## config.mk

```make
export PLATFORM = sky130hd
export DESIGN_NAME = rob_queue_flat
export DESIGN_NICKNAME = d
export VERILOG_FILES = /design/src/rtl/rob_queue_if.sv /design/src/rtl/rob_queue.sv /design/src/flat_wrapper.sv
export SDC_FILE = /design/constraint.sdc
export NUM_CORES = 1
export LEC_CHECK = 0
export CAP_MARGIN = 25
export CORE_ASPECT_RATIO = 1.25
export CORE_UTILIZATION = 42
export CTS_CLUSTER_SIZE = 28
export DETAILED_ROUTE_END_ITERATION = 6
export SETUP_SLACK_MARGIN = 0.02
export SYNTH_ARGS = -nofsm -noshare
export SYNTH_HDL_FRONTEND = slang
export SYNTH_SLANG_ARGS = --single-unit
```

## constraint.sdc

```tcl
create_clock -name in_clk -period 6 [get_ports in_clk]
set_input_delay 1.2 -clock in_clk [delete_from_list [all_inputs] [get_ports in_clk]]
set_output_delay 1.2 -clock in_clk [all_outputs]
set_load 0.05 [all_outputs]
```

## src/rtl/rob_queue_if.sv

```systemverilog
// rob_queue_if -- signal bundle between the reorder buffer and its clients.
//
// Groups the allocation (decode), writeback (functional units), operand
// lookup (issue) and commit (register file) signals of rob_queue.
//
// Handshakes: a transfer on a valid/ready pair happens in a cycle where both
// valid and ready are high at the rising clock edge. Valid never depends
// combinationally on ready. out_alloc_ready and out_commit_valid come only
// from registered state (plus reset and flush). in_alloc_valid and
// in_commit_ready may be driven freely by the client.
//
// Modports:
//   master -- client side: drives every in_* signal, observes every out_*.
//   slave  -- reorder buffer side: the reverse.
interface rob_queue_if #(
  parameter int ROB_DEPTH = 16,
  parameter int DATA_W    = 64,
  parameter int REG_IDX_W = 5
);
  localparam int IDX_W = $clog2(ROB_DEPTH);
  localparam int CNT_W = IDX_W + 1;

  // allocation
  logic                 in_alloc_valid;
  logic [REG_IDX_W-1:0] in_alloc_dst;
  logic                 in_alloc_set_nzcv;
  logic                 out_alloc_ready;
  logic [IDX_W-1:0]     out_alloc_idx;

  // writeback
  logic                 in_wb_valid;
  logic [IDX_W-1:0]     in_wb_idx;
  logic [DATA_W-1:0]    in_wb_value;
  logic [3:0]           in_wb_nzcv;
  logic                 in_wb_mispred;

  // operand lookup
  logic [IDX_W-1:0]     in_src1_idx;
  logic [IDX_W-1:0]     in_src2_idx;
  logic                 out_src1_valid;
  logic                 out_src2_valid;
  logic [DATA_W-1:0]    out_src1_value;
  logic [DATA_W-1:0]    out_src2_value;

  // commit
  logic                 out_commit_valid;
  logic                 in_commit_ready;
  logic [IDX_W-1:0]     out_commit_idx;
  logic [REG_IDX_W-1:0] out_commit_dst;
  logic [DATA_W-1:0]    out_commit_value;
  logic                 out_commit_set_nzcv;
  logic [3:0]           out_commit_nzcv;

  // status
  logic                 out_flush;
  logic [CNT_W-1:0]     out_count;

  modport master (
    output in_alloc_valid, in_alloc_dst, in_alloc_set_nzcv,
    input  out_alloc_ready, out_alloc_idx,
    output in_wb_valid, in_wb_idx, in_wb_value, in_wb_nzcv, in_wb_mispred,
    output in_src1_idx, in_src2_idx,
    input  out_src1_valid, out_src2_valid, out_src1_value, out_src2_value,
    input  out_commit_valid,
    output in_commit_ready,
    input  out_commit_idx, out_commit_dst, out_commit_value,
    input  out_commit_set_nzcv, out_commit_nzcv,
    input  out_flush, out_count
  );

  modport slave (
    input  in_alloc_valid, in_alloc_dst, in_alloc_set_nzcv,
    output out_alloc_ready, out_alloc_idx,
    input  in_wb_valid, in_wb_idx, in_wb_value, in_wb_nzcv, in_wb_mispred,
    input  in_src1_idx, in_src2_idx,
    output out_src1_valid, out_src2_valid, out_src1_value, out_src2_value,
    output out_commit_valid,
    input  in_commit_ready,
    output out_commit_idx, out_commit_dst, out_commit_value,
    output out_commit_set_nzcv, out_commit_nzcv,
    output out_flush, out_count
  );
endinterface

```

## src/rtl/rob_queue.sv

```systemverilog
// rob_queue -- circular reorder buffer with out-of-order writeback,
// in-order commit, operand lookup with writeback bypass and flush on a
// mispredicted branch reaching the head.
//
// Ports:
//   in_clk  -- sole clock, all state changes on its rising edge
//   in_rst  -- synchronous active-high reset, overrides everything
//   rob     -- rob_queue_if.slave bundle (alloc / wb / lookup / commit /
//              flush / count)
//
// ROB_DEPTH must be a power of two (>= 2) so pointers wrap by overflow.
module rob_queue #(
  parameter int ROB_DEPTH = 16,
  parameter int DATA_W    = 64,
  parameter int REG_IDX_W = 5
) (
  input  logic        in_clk,
  input  logic        in_rst,
  rob_queue_if.slave  rob
);
  localparam int IDX_W = $clog2(ROB_DEPTH);
  localparam int CNT_W = IDX_W + 1;

  // control state
  logic [IDX_W-1:0]     head_q;
  logic [IDX_W-1:0]     tail_q;
  logic [CNT_W-1:0]     count_q;
  logic [ROB_DEPTH-1:0] busy_q;
  logic [ROB_DEPTH-1:0] done_q;
  logic [ROB_DEPTH-1:0] mispred_q;

  // per-entry payload (no reset: only meaningful while busy/done)
  logic [ROB_DEPTH-1:0] set_nzcv_q;
  logic [REG_IDX_W-1:0] dst_q   [ROB_DEPTH];
  logic [3:0]           nzcv_q  [ROB_DEPTH];
  logic [DATA_W-1:0]    value_q [ROB_DEPTH];

  logic alloc_ready;
  logic alloc_fire;
  logic commit_valid;
  logic commit_fire;
  logic flush;
  logic wb_fire;

  // Full is head==tail with count==ROB_DEPTH; only count tells full from empty.
  // Allocation is based on the registered count, so a slot freed by a commit
  // this cycle is not reusable until next cycle.
  assign alloc_ready  = (count_q < CNT_W'(ROB_DEPTH)) && !flush;
  assign alloc_fire   = rob.in_alloc_valid && alloc_ready;

  // Registered state only: a writeback this cycle to the head shows up as
  // committable next cycle. Reset masks it so no commit leaks during reset.
  assign commit_valid = !in_rst && (count_q != '0) && done_q[head_q];
  assign commit_fire  = commit_valid && rob.in_commit_ready;
  assign flush        = commit_fire && mispred_q[head_q];

  // Writebacks to idle entries are stale (squashed) results; drop them.
  assign wb_fire      = rob.in_wb_valid && busy_q[rob.in_wb_idx] && !flush;

  always_ff @(posedge in_clk) begin
    if (in_rst) begin
      head_q    <= '0;
      tail_q    <= '0;
      count_q   <= '0;
      busy_q    <= '0;
      done_q    <= '0;
      mispred_q <= '0;
    end else if (flush) begin
      // Everything younger than the mispredicted branch is squashed; the
      // queue restarts empty just past the retired branch.
      head_q    <= head_q + IDX_W'(1);
      tail_q    <= head_q + IDX_W'(1);
      count_q   <= '0;
      busy_q    <= '0;
      done_q    <= '0;
      mispred_q <= '0;
    end else begin
      if (wb_fire) begin
        done_q[rob.in_wb_idx]    <= 1'b1;
        mispred_q[rob.in_wb_idx] <= rob.in_wb_mispred;
      end
      if (commit_fire) begin
        busy_q[head_q] <= 1'b0;
        head_q         <= head_q + IDX_W'(1);
      end
      // The tail slot is never busy when allocation is allowed, so this
      // cannot collide with the writeback or commit above.
      if (alloc_fire) begin
        busy_q[tail_q]    <= 1'b1;
        done_q[tail_q]    <= 1'b0;
        mispred_q[tail_q] <= 1'b0;
        tail_q            <= tail_q + IDX_W'(1);
      end
      count_q <= count_q + CNT_W'(alloc_fire) - CNT_W'(commit_fire);
    end
  end

  always_ff @(posedge in_clk) begin
    if (alloc_fire) begin
      dst_q[tail_q]      <= rob.in_alloc_dst;
      set_nzcv_q[tail_q] <= rob.in_alloc_set_nzcv;
      nzcv_q[tail_q]     <= 4'h0;
    end
    if (wb_fire) begin
      value_q[rob.in_wb_idx] <= rob.in_wb_value;
      // Flags only matter for flag-setting instructions; others keep zero.
      if (set_nzcv_q[rob.in_wb_idx]) begin
        nzcv_q[rob.in_wb_idx] <= rob.in_wb_nzcv;
      end
    end
  end

  // Operand lookup: a result arriving this cycle for a live entry is
  // forwarded straight from the writeback bus.
  logic bypass1;
  logic bypass2;
  assign bypass1 = rob.in_wb_valid && (rob.in_wb_idx == rob.in_src1_idx)
                   && busy_q[rob.in_src1_idx];
  assign bypass2 = rob.in_wb_valid && (rob.in_wb_idx == rob.in_src2_idx)
                   && busy_q[rob.in_src2_idx];

  assign rob.out_src1_valid = bypass1 || done_q[rob.in_src1_idx];
  assign rob.out_src1_value = bypass1 ? rob.in_wb_value : value_q[rob.in_src1_idx];
  assign rob.out_src2_valid = bypass2 || done_q[rob.in_src2_idx];
  assign rob.out_src2_value = bypass2 ? rob.in_wb_value : value_q[rob.in_src2_idx];

  assign rob.out_alloc_ready     = alloc_ready;
  assign rob.out_alloc_idx       = tail_q;
  assign rob.out_commit_valid    = commit_valid;
  assign rob.out_commit_idx      = head_q;
  assign rob.out_commit_dst      = dst_q[head_q];
  assign rob.out_commit_value    = value_q[head_q];
  assign rob.out_commit_set_nzcv = set_nzcv_q[head_q];
  assign rob.out_commit_nzcv     = nzcv_q[head_q];
  assign rob.out_flush           = flush;
  assign rob.out_count           = count_q;
endmodule

```

## src/flat_wrapper.sv

```systemverilog
// flat-port wrapper written by rule: the top's interface ports become plain ports
module rob_queue_flat 
#(
  parameter int ROB_DEPTH = 16,
  parameter int DATA_W    = 64,
  parameter int REG_IDX_W = 5
)
  (in_clk, in_rst, rob_in_alloc_valid, rob_in_alloc_dst, rob_in_alloc_set_nzcv, rob_out_alloc_ready, rob_out_alloc_idx, rob_in_wb_valid, rob_in_wb_idx, rob_in_wb_value, rob_in_wb_nzcv, rob_in_wb_mispred, rob_in_src1_idx, rob_in_src2_idx, rob_out_src1_valid, rob_out_src2_valid, rob_out_src1_value, rob_out_src2_value, rob_out_commit_valid, rob_in_commit_ready, rob_out_commit_idx, rob_out_commit_dst, rob_out_commit_value, rob_out_commit_set_nzcv, rob_out_commit_nzcv, rob_out_flush, rob_out_count);
  rob_queue_if #(.ROB_DEPTH(ROB_DEPTH), .DATA_W(DATA_W), .REG_IDX_W(REG_IDX_W)) rob_i ();
  input  logic in_clk;
  input  logic in_rst;
  input wire logic [$bits(rob_i.in_alloc_valid)-1:0] rob_in_alloc_valid;
  input wire logic [$bits(rob_i.in_alloc_dst)-1:0] rob_in_alloc_dst;
  input wire logic [$bits(rob_i.in_alloc_set_nzcv)-1:0] rob_in_alloc_set_nzcv;
  output wire logic [$bits(rob_i.out_alloc_ready)-1:0] rob_out_alloc_ready;
  output wire logic [$bits(rob_i.out_alloc_idx)-1:0] rob_out_alloc_idx;
  input wire logic [$bits(rob_i.in_wb_valid)-1:0] rob_in_wb_valid;
  input wire logic [$bits(rob_i.in_wb_idx)-1:0] rob_in_wb_idx;
  input wire logic [$bits(rob_i.in_wb_value)-1:0] rob_in_wb_value;
  input wire logic [$bits(rob_i.in_wb_nzcv)-1:0] rob_in_wb_nzcv;
  input wire logic [$bits(rob_i.in_wb_mispred)-1:0] rob_in_wb_mispred;
  input wire logic [$bits(rob_i.in_src1_idx)-1:0] rob_in_src1_idx;
  input wire logic [$bits(rob_i.in_src2_idx)-1:0] rob_in_src2_idx;
  output wire logic [$bits(rob_i.out_src1_valid)-1:0] rob_out_src1_valid;
  output wire logic [$bits(rob_i.out_src2_valid)-1:0] rob_out_src2_valid;
  output wire logic [$bits(rob_i.out_src1_value)-1:0] rob_out_src1_value;
  output wire logic [$bits(rob_i.out_src2_value)-1:0] rob_out_src2_value;
  output wire logic [$bits(rob_i.out_commit_valid)-1:0] rob_out_commit_valid;
  input wire logic [$bits(rob_i.in_commit_ready)-1:0] rob_in_commit_ready;
  output wire logic [$bits(rob_i.out_commit_idx)-1:0] rob_out_commit_idx;
  output wire logic [$bits(rob_i.out_commit_dst)-1:0] rob_out_commit_dst;
  output wire logic [$bits(rob_i.out_commit_value)-1:0] rob_out_commit_value;
  output wire logic [$bits(rob_i.out_commit_set_nzcv)-1:0] rob_out_commit_set_nzcv;
  output wire logic [$bits(rob_i.out_commit_nzcv)-1:0] rob_out_commit_nzcv;
  output wire logic [$bits(rob_i.out_flush)-1:0] rob_out_flush;
  output wire logic [$bits(rob_i.out_count)-1:0] rob_out_count;
  assign rob_i.in_alloc_valid = rob_in_alloc_valid;
  assign rob_i.in_alloc_dst = rob_in_alloc_dst;
  assign rob_i.in_alloc_set_nzcv = rob_in_alloc_set_nzcv;
  assign rob_out_alloc_ready = rob_i.out_alloc_ready;
  assign rob_out_alloc_idx = rob_i.out_alloc_idx;
  assign rob_i.in_wb_valid = rob_in_wb_valid;
  assign rob_i.in_wb_idx = rob_in_wb_idx;
  assign rob_i.in_wb_value = rob_in_wb_value;
  assign rob_i.in_wb_nzcv = rob_in_wb_nzcv;
  assign rob_i.in_wb_mispred = rob_in_wb_mispred;
  assign rob_i.in_src1_idx = rob_in_src1_idx;
  assign rob_i.in_src2_idx = rob_in_src2_idx;
  assign rob_out_src1_valid = rob_i.out_src1_valid;
  assign rob_out_src2_valid = rob_i.out_src2_valid;
  assign rob_out_src1_value = rob_i.out_src1_value;
  assign rob_out_src2_value = rob_i.out_src2_value;
  assign rob_out_commit_valid = rob_i.out_commit_valid;
  assign rob_i.in_commit_ready = rob_in_commit_ready;
  assign rob_out_commit_idx = rob_i.out_commit_idx;
  assign rob_out_commit_dst = rob_i.out_commit_dst;
  assign rob_out_commit_value = rob_i.out_commit_value;
  assign rob_out_commit_set_nzcv = rob_i.out_commit_set_nzcv;
  assign rob_out_commit_nzcv = rob_i.out_commit_nzcv;
  assign rob_out_flush = rob_i.out_flush;
  assign rob_out_count = rob_i.out_count;
  rob_queue #(.ROB_DEPTH(ROB_DEPTH), .DATA_W(DATA_W), .REG_IDX_W(REG_IDX_W)) u_core (.in_clk(in_clk), .in_rst(in_rst), .rob(rob_i));
endmodule
```

==> impl_metrics.py <==
metrics = {
    "outcome": {
        "outcome": "finished, violations left",
        "violations": "DRC",
    },
    "timing": {
        "fin_crit_sh": 0.871,
        "finalClockSkew_ns": 0.0192,
        "final_max_slew_viol_count": 0,
        "rsz0062_at_grt": "false",
        "relSlewSlack": 0.276,
        "worst_pin_slew_ns": 1.09,
        "setup_violations": 0,
        "period_needed_ns": 5.23,
        "clock.fmax_mhz": 191,
        "finalHoldViolations": 0,
        "finalSetupTns_ns": 0,
    },
    "global_route": {
        "grt_antenna_before_repair": 9,
        "grt_pass1_vias": 39900,
        "grt_util_all_layers": 0.248,
        "overflow": 0,
        "grt_pass1_wl_mm": 281,
        "grt_max_degree": 102,
    },
    "synth": {
        "avgSynthCellArea_um2": 20.8,
        "synthSimpleGateAreaFrac": 0.0197,
        "synth_top_family_by_area": "multiplexers",
        "synth_fa_ha_area_frac": 0.00297,
        "synthMuxAreaShare": 0.384,
        "ys_seq_area_frac": 0.561,
        "synthArstFlopShare": 0,
        "synth_compound_area_frac": 0.00908,
        "ys_ff_latch": 1249,
        "synth_flop_cell": "edfxtp_1",
        "netlist_instances": 3163,
        "synth_cell_type_count": 50,
        "syn_area_um2": 65700,
        "syn_nets": 3270,
        "yosysWarnings": 0,
        "synthXorXnorAreaFrac": 0.00200,
        "synth_edf_count": 1184,
    },
    "drt": {
        "wl_met1_mm": 73.2,
        "drt_pass1_iterations": 7,
        "wl_per_cell_um": 34.8,
        "dr_total_vias": 37000,
        "avgViaCountPerCell": 6.65,
        "highest_layer": "met5",
        "drcViolationCount": 55,
        "wl_met3_mm": 15.8,
        "drt_iter0_markers": 4003,
        "drt-total-wl_mm": 193,
        "ant_nets": 0,
        "dr_wl_met2_mm": 98.7,
    },
    "place": {
        "port_buffers": 311,
        "gp_congestion": 0.829,
        "dpl.hpwl_mm": 108,
    },
    "power": {
        "power_switching_mw": 4.91,
        "seqPwrFrac": 0.473,
        "intPower_mw": 15.4,
        "p_sw_frac": 0.241,
        "powerDensity_nw_per_um2": 266,
        "ir_worst_vdd_mv": 0.292,
        "pwr-share-comb": 0.109,
        "p_clk_frac": 0.418,
        "p_leak_nw": 23.3,
        "power.total_mw": 20.3,
    },
    "worst_setup_path": {
        "r2r_slack_ns": 1.79,
        "worstPathRequired_ns": 4.80,
        "startpoint_type": "register",
        "r2r_end": "u_core.value_q[4][38]",
        "worstRegToRegCells": 7,
        "crit_arrival_ns": 4.03,
        "crit-reg2reg-launch": "u_core.rob.out_commit_idx[1]",
        "crit_path_end_kind": "output pin",
        "crit_type": "reg -> out",
        "cp_max_fo": 68,
    },
    "clock_network": {
        "cts_buffers": 138,
        "cts_resized": 0,
        "htree_levels": 4,
        "holdBufCountCts": 0,
        "root_buffer": "clkbuf_16",
        "cts_tree": "built",
        "clk_pin_slew_worst_paths_ns": 0.06,
        "clock-sinks": 1249,
        "clk_path_buf_depth": 3,
        "clock_latency_ns": 0.78,
        "post-cts-setup-buffers": 0,
    },
    "job": {
        "cap_violations": 0,
    },
    "floorplan": {
        "die_h_um": 444,
        "start_util": 0.425,
        "die_w_um": 356,
        "coreArea_um2": 155000,
        "die-area_um2": 158000,
        "rows": 161,
        "io_pins": 312,
    },
    "finish": {
        "nNetsFinal": 3519,
        "layout-drive-gt1-share": 0.466,
        "syn2layout_area_growth_pct": 16.5,
        "fill_cells": 12400,
    },
    "worst_hold_path": {
        "hold_depth": 2,
        "hold_path.class": "reg -> reg",
        "whs_endpoint": "u_core.mispred_q[6]",
        "hp-start": "u_core.mispred_q[6]",
    },
}
worst max-delay path: stages, from the launching register on:
cell             delay [ns]
dfxtp_4                0.74
buf_12                 0.57
mux4_2                 0.61
mux4_2                 0.55
clkdlybuf4s50_1        0.74
power by group through the flow:
stage | clock network, mW | registers (mW) | logic, mW
after floorplan | 0 | 9.83 | 1.33
after global placement | 0 | 9.79 | 2.21
after detailed placement | 0 | 9.79 | 2.24
after CTS | 8.66 | 9.61 | 2.24
after global routing | 8.96 | 9.61 | 2.33
final | 8.50 | 9.61 | 2.22
logic make-up after synthesis:
family | after synthesis
flops | 1249
mux | 1201
buf+inv | 317
simple gates | 280
compound gates | 86
xor+xnor | 15
fa+ha+maj | 15
sequential cells by signal, indices dropped and copies added, names as in the netlist, named ones only:
signal,count
u_core.busy_q,16
u_core.rob.out_commit_idx,4
u_core.nzcv_q,64
u_core.rob.out_alloc_idx,4
u_core.dst_q,80
u_core.rob.out_count,5
u_core.mispred_q,16
u_core.set_nzcv_q,16
u_core.done_q,16
u_core.value_q,1024
synthesized netlist by cell type, types with 10 or more instances:
library cell,instances,share of area
edfxtp_1,1184,0.54
ha_1,14,0.0027
mux2i_1,30,0.0046
dfxtp_1,65,0.020
buf_1,46,0.0026
nor3_1,12,0.00091
nor4_1,36,0.0034
a21oi_1,32,0.0024
mux2_2,128,0.022
inv_1,25,0.0014
clkbuf_1,155,0.0089
nor2_1,125,0.0071
mux4_2,1043,0.36
o22ai_1,17,0.0016
buf_2,64,0.0049
buf_4,18,0.0021
nand2_1,57,0.0033
nand3_1,10,0.00076
worst max path at each step:
stage                                  start                       end
after detailed placement  rob_in_src2_idx[0]     rob_out_src2_value[7]
after floorplan             rob_in_wb_idx[3]      u_core.value_q[9][0]
after global routing                register  rob_out_commit_value[19]
after global placement    rob_in_src2_idx[0]     rob_out_src2_value[7]
after CTS                           register   rob_out_commit_value[6]
final                               register  rob_out_commit_value[26]
per-stage QoR:
step	utilization	setup WS [ns]	instances	hold WS (ns)	area (um^2)
6_report	0.495	0.774	5563	0.544	76600
5_1_grt	0.495	0.576	5562	0.556	76600
4_1_cts	0.495	0.631	5560	0.537	76500
3_5_place_dp	0.465	0.930	5307	0.523	72000
3_3_place_gp	0.465	0.962	5307	0.502	72000
2_1_floorplan	-	0.361	3163	0.459	65700
cells in the final DEF (no fill, tap or decap), types with 4 or more instances in the layout:
cell type / synthesis / routed
a21oi_1: 32 / 32
a311oi_1: 8 / 8
and2_1: 5 / 5
buf_12: 1 / 116
buf_4: 18 / 107
buf_8: 0 / 4
bufinv_16: 0 / 13
clkbuf_1: 155 / 23
clkbuf_16: 0 / 139
clkdlybuf4s50_1: 0 / 171
clkinv_1: 0 / 22
clkinv_2: 0 / 20
clkinv_4: 0 / 8
clkinv_8: 0 / 4
clkinvlp_4: 0 / 11
dfxtp_1: 65 / 61
dfxtp_4: 0 / 4
edfxtp_1: 1184 / 1184
ha_1: 14 / 14
inv_1: 25 / 25
inv_6: 0 / 8
mux2_2: 128 / 128
mux2i_1: 30 / 30
mux4_2: 1043 / 1043
nand2_1: 57 / 55
nand3_1: 10 / 10
nand4_1: 6 / 6
nor2_1: 125 / 109
nor2_4: 0 / 17
nor2b_1: 7 / 7
nor3_1: 12 / 12
nor4_1: 36 / 36
o21ai_0: 9 / 9
o22ai_1: 17 / 17
o41ai_1: 4 / 4
xnor2_1: 6 / 6
xor2_1: 9 / 9
final cells by class:
| cell class | instances | area, um^2 | share of cell area |
|---|---|---|---|
| tap | 2037 | 2550 | 0.0333 |
| timing repair buffer | 401 | 4950 | 0.0646 |
| sequential | 1249 | 36900 | 0.482 |
| clock buffer | 164 | 3590 | 0.0469 |
| antenna | 1 | 2.50 | 0.0000327 |
| clock inverter | 89 | 921 | 0.0120 |
| inverter | 25 | 93.8 | 0.00123 |
| multi-input combinational | 1597 | 27600 | 0.360 |
per-layer routing:
| metal | global-route usage | vias to the layer above |
|---|---|---|
| li1 | - | 14700 |
| met4 | 0.0802 | 10 |
| met2 | 0.412 | 1900 |
| met1 | 0.326 | 20100 |
| met3 | 0.0510 | 336 |
| met5 | 0 | - |
Note: power is estimated with default switching activity, not from simulation.
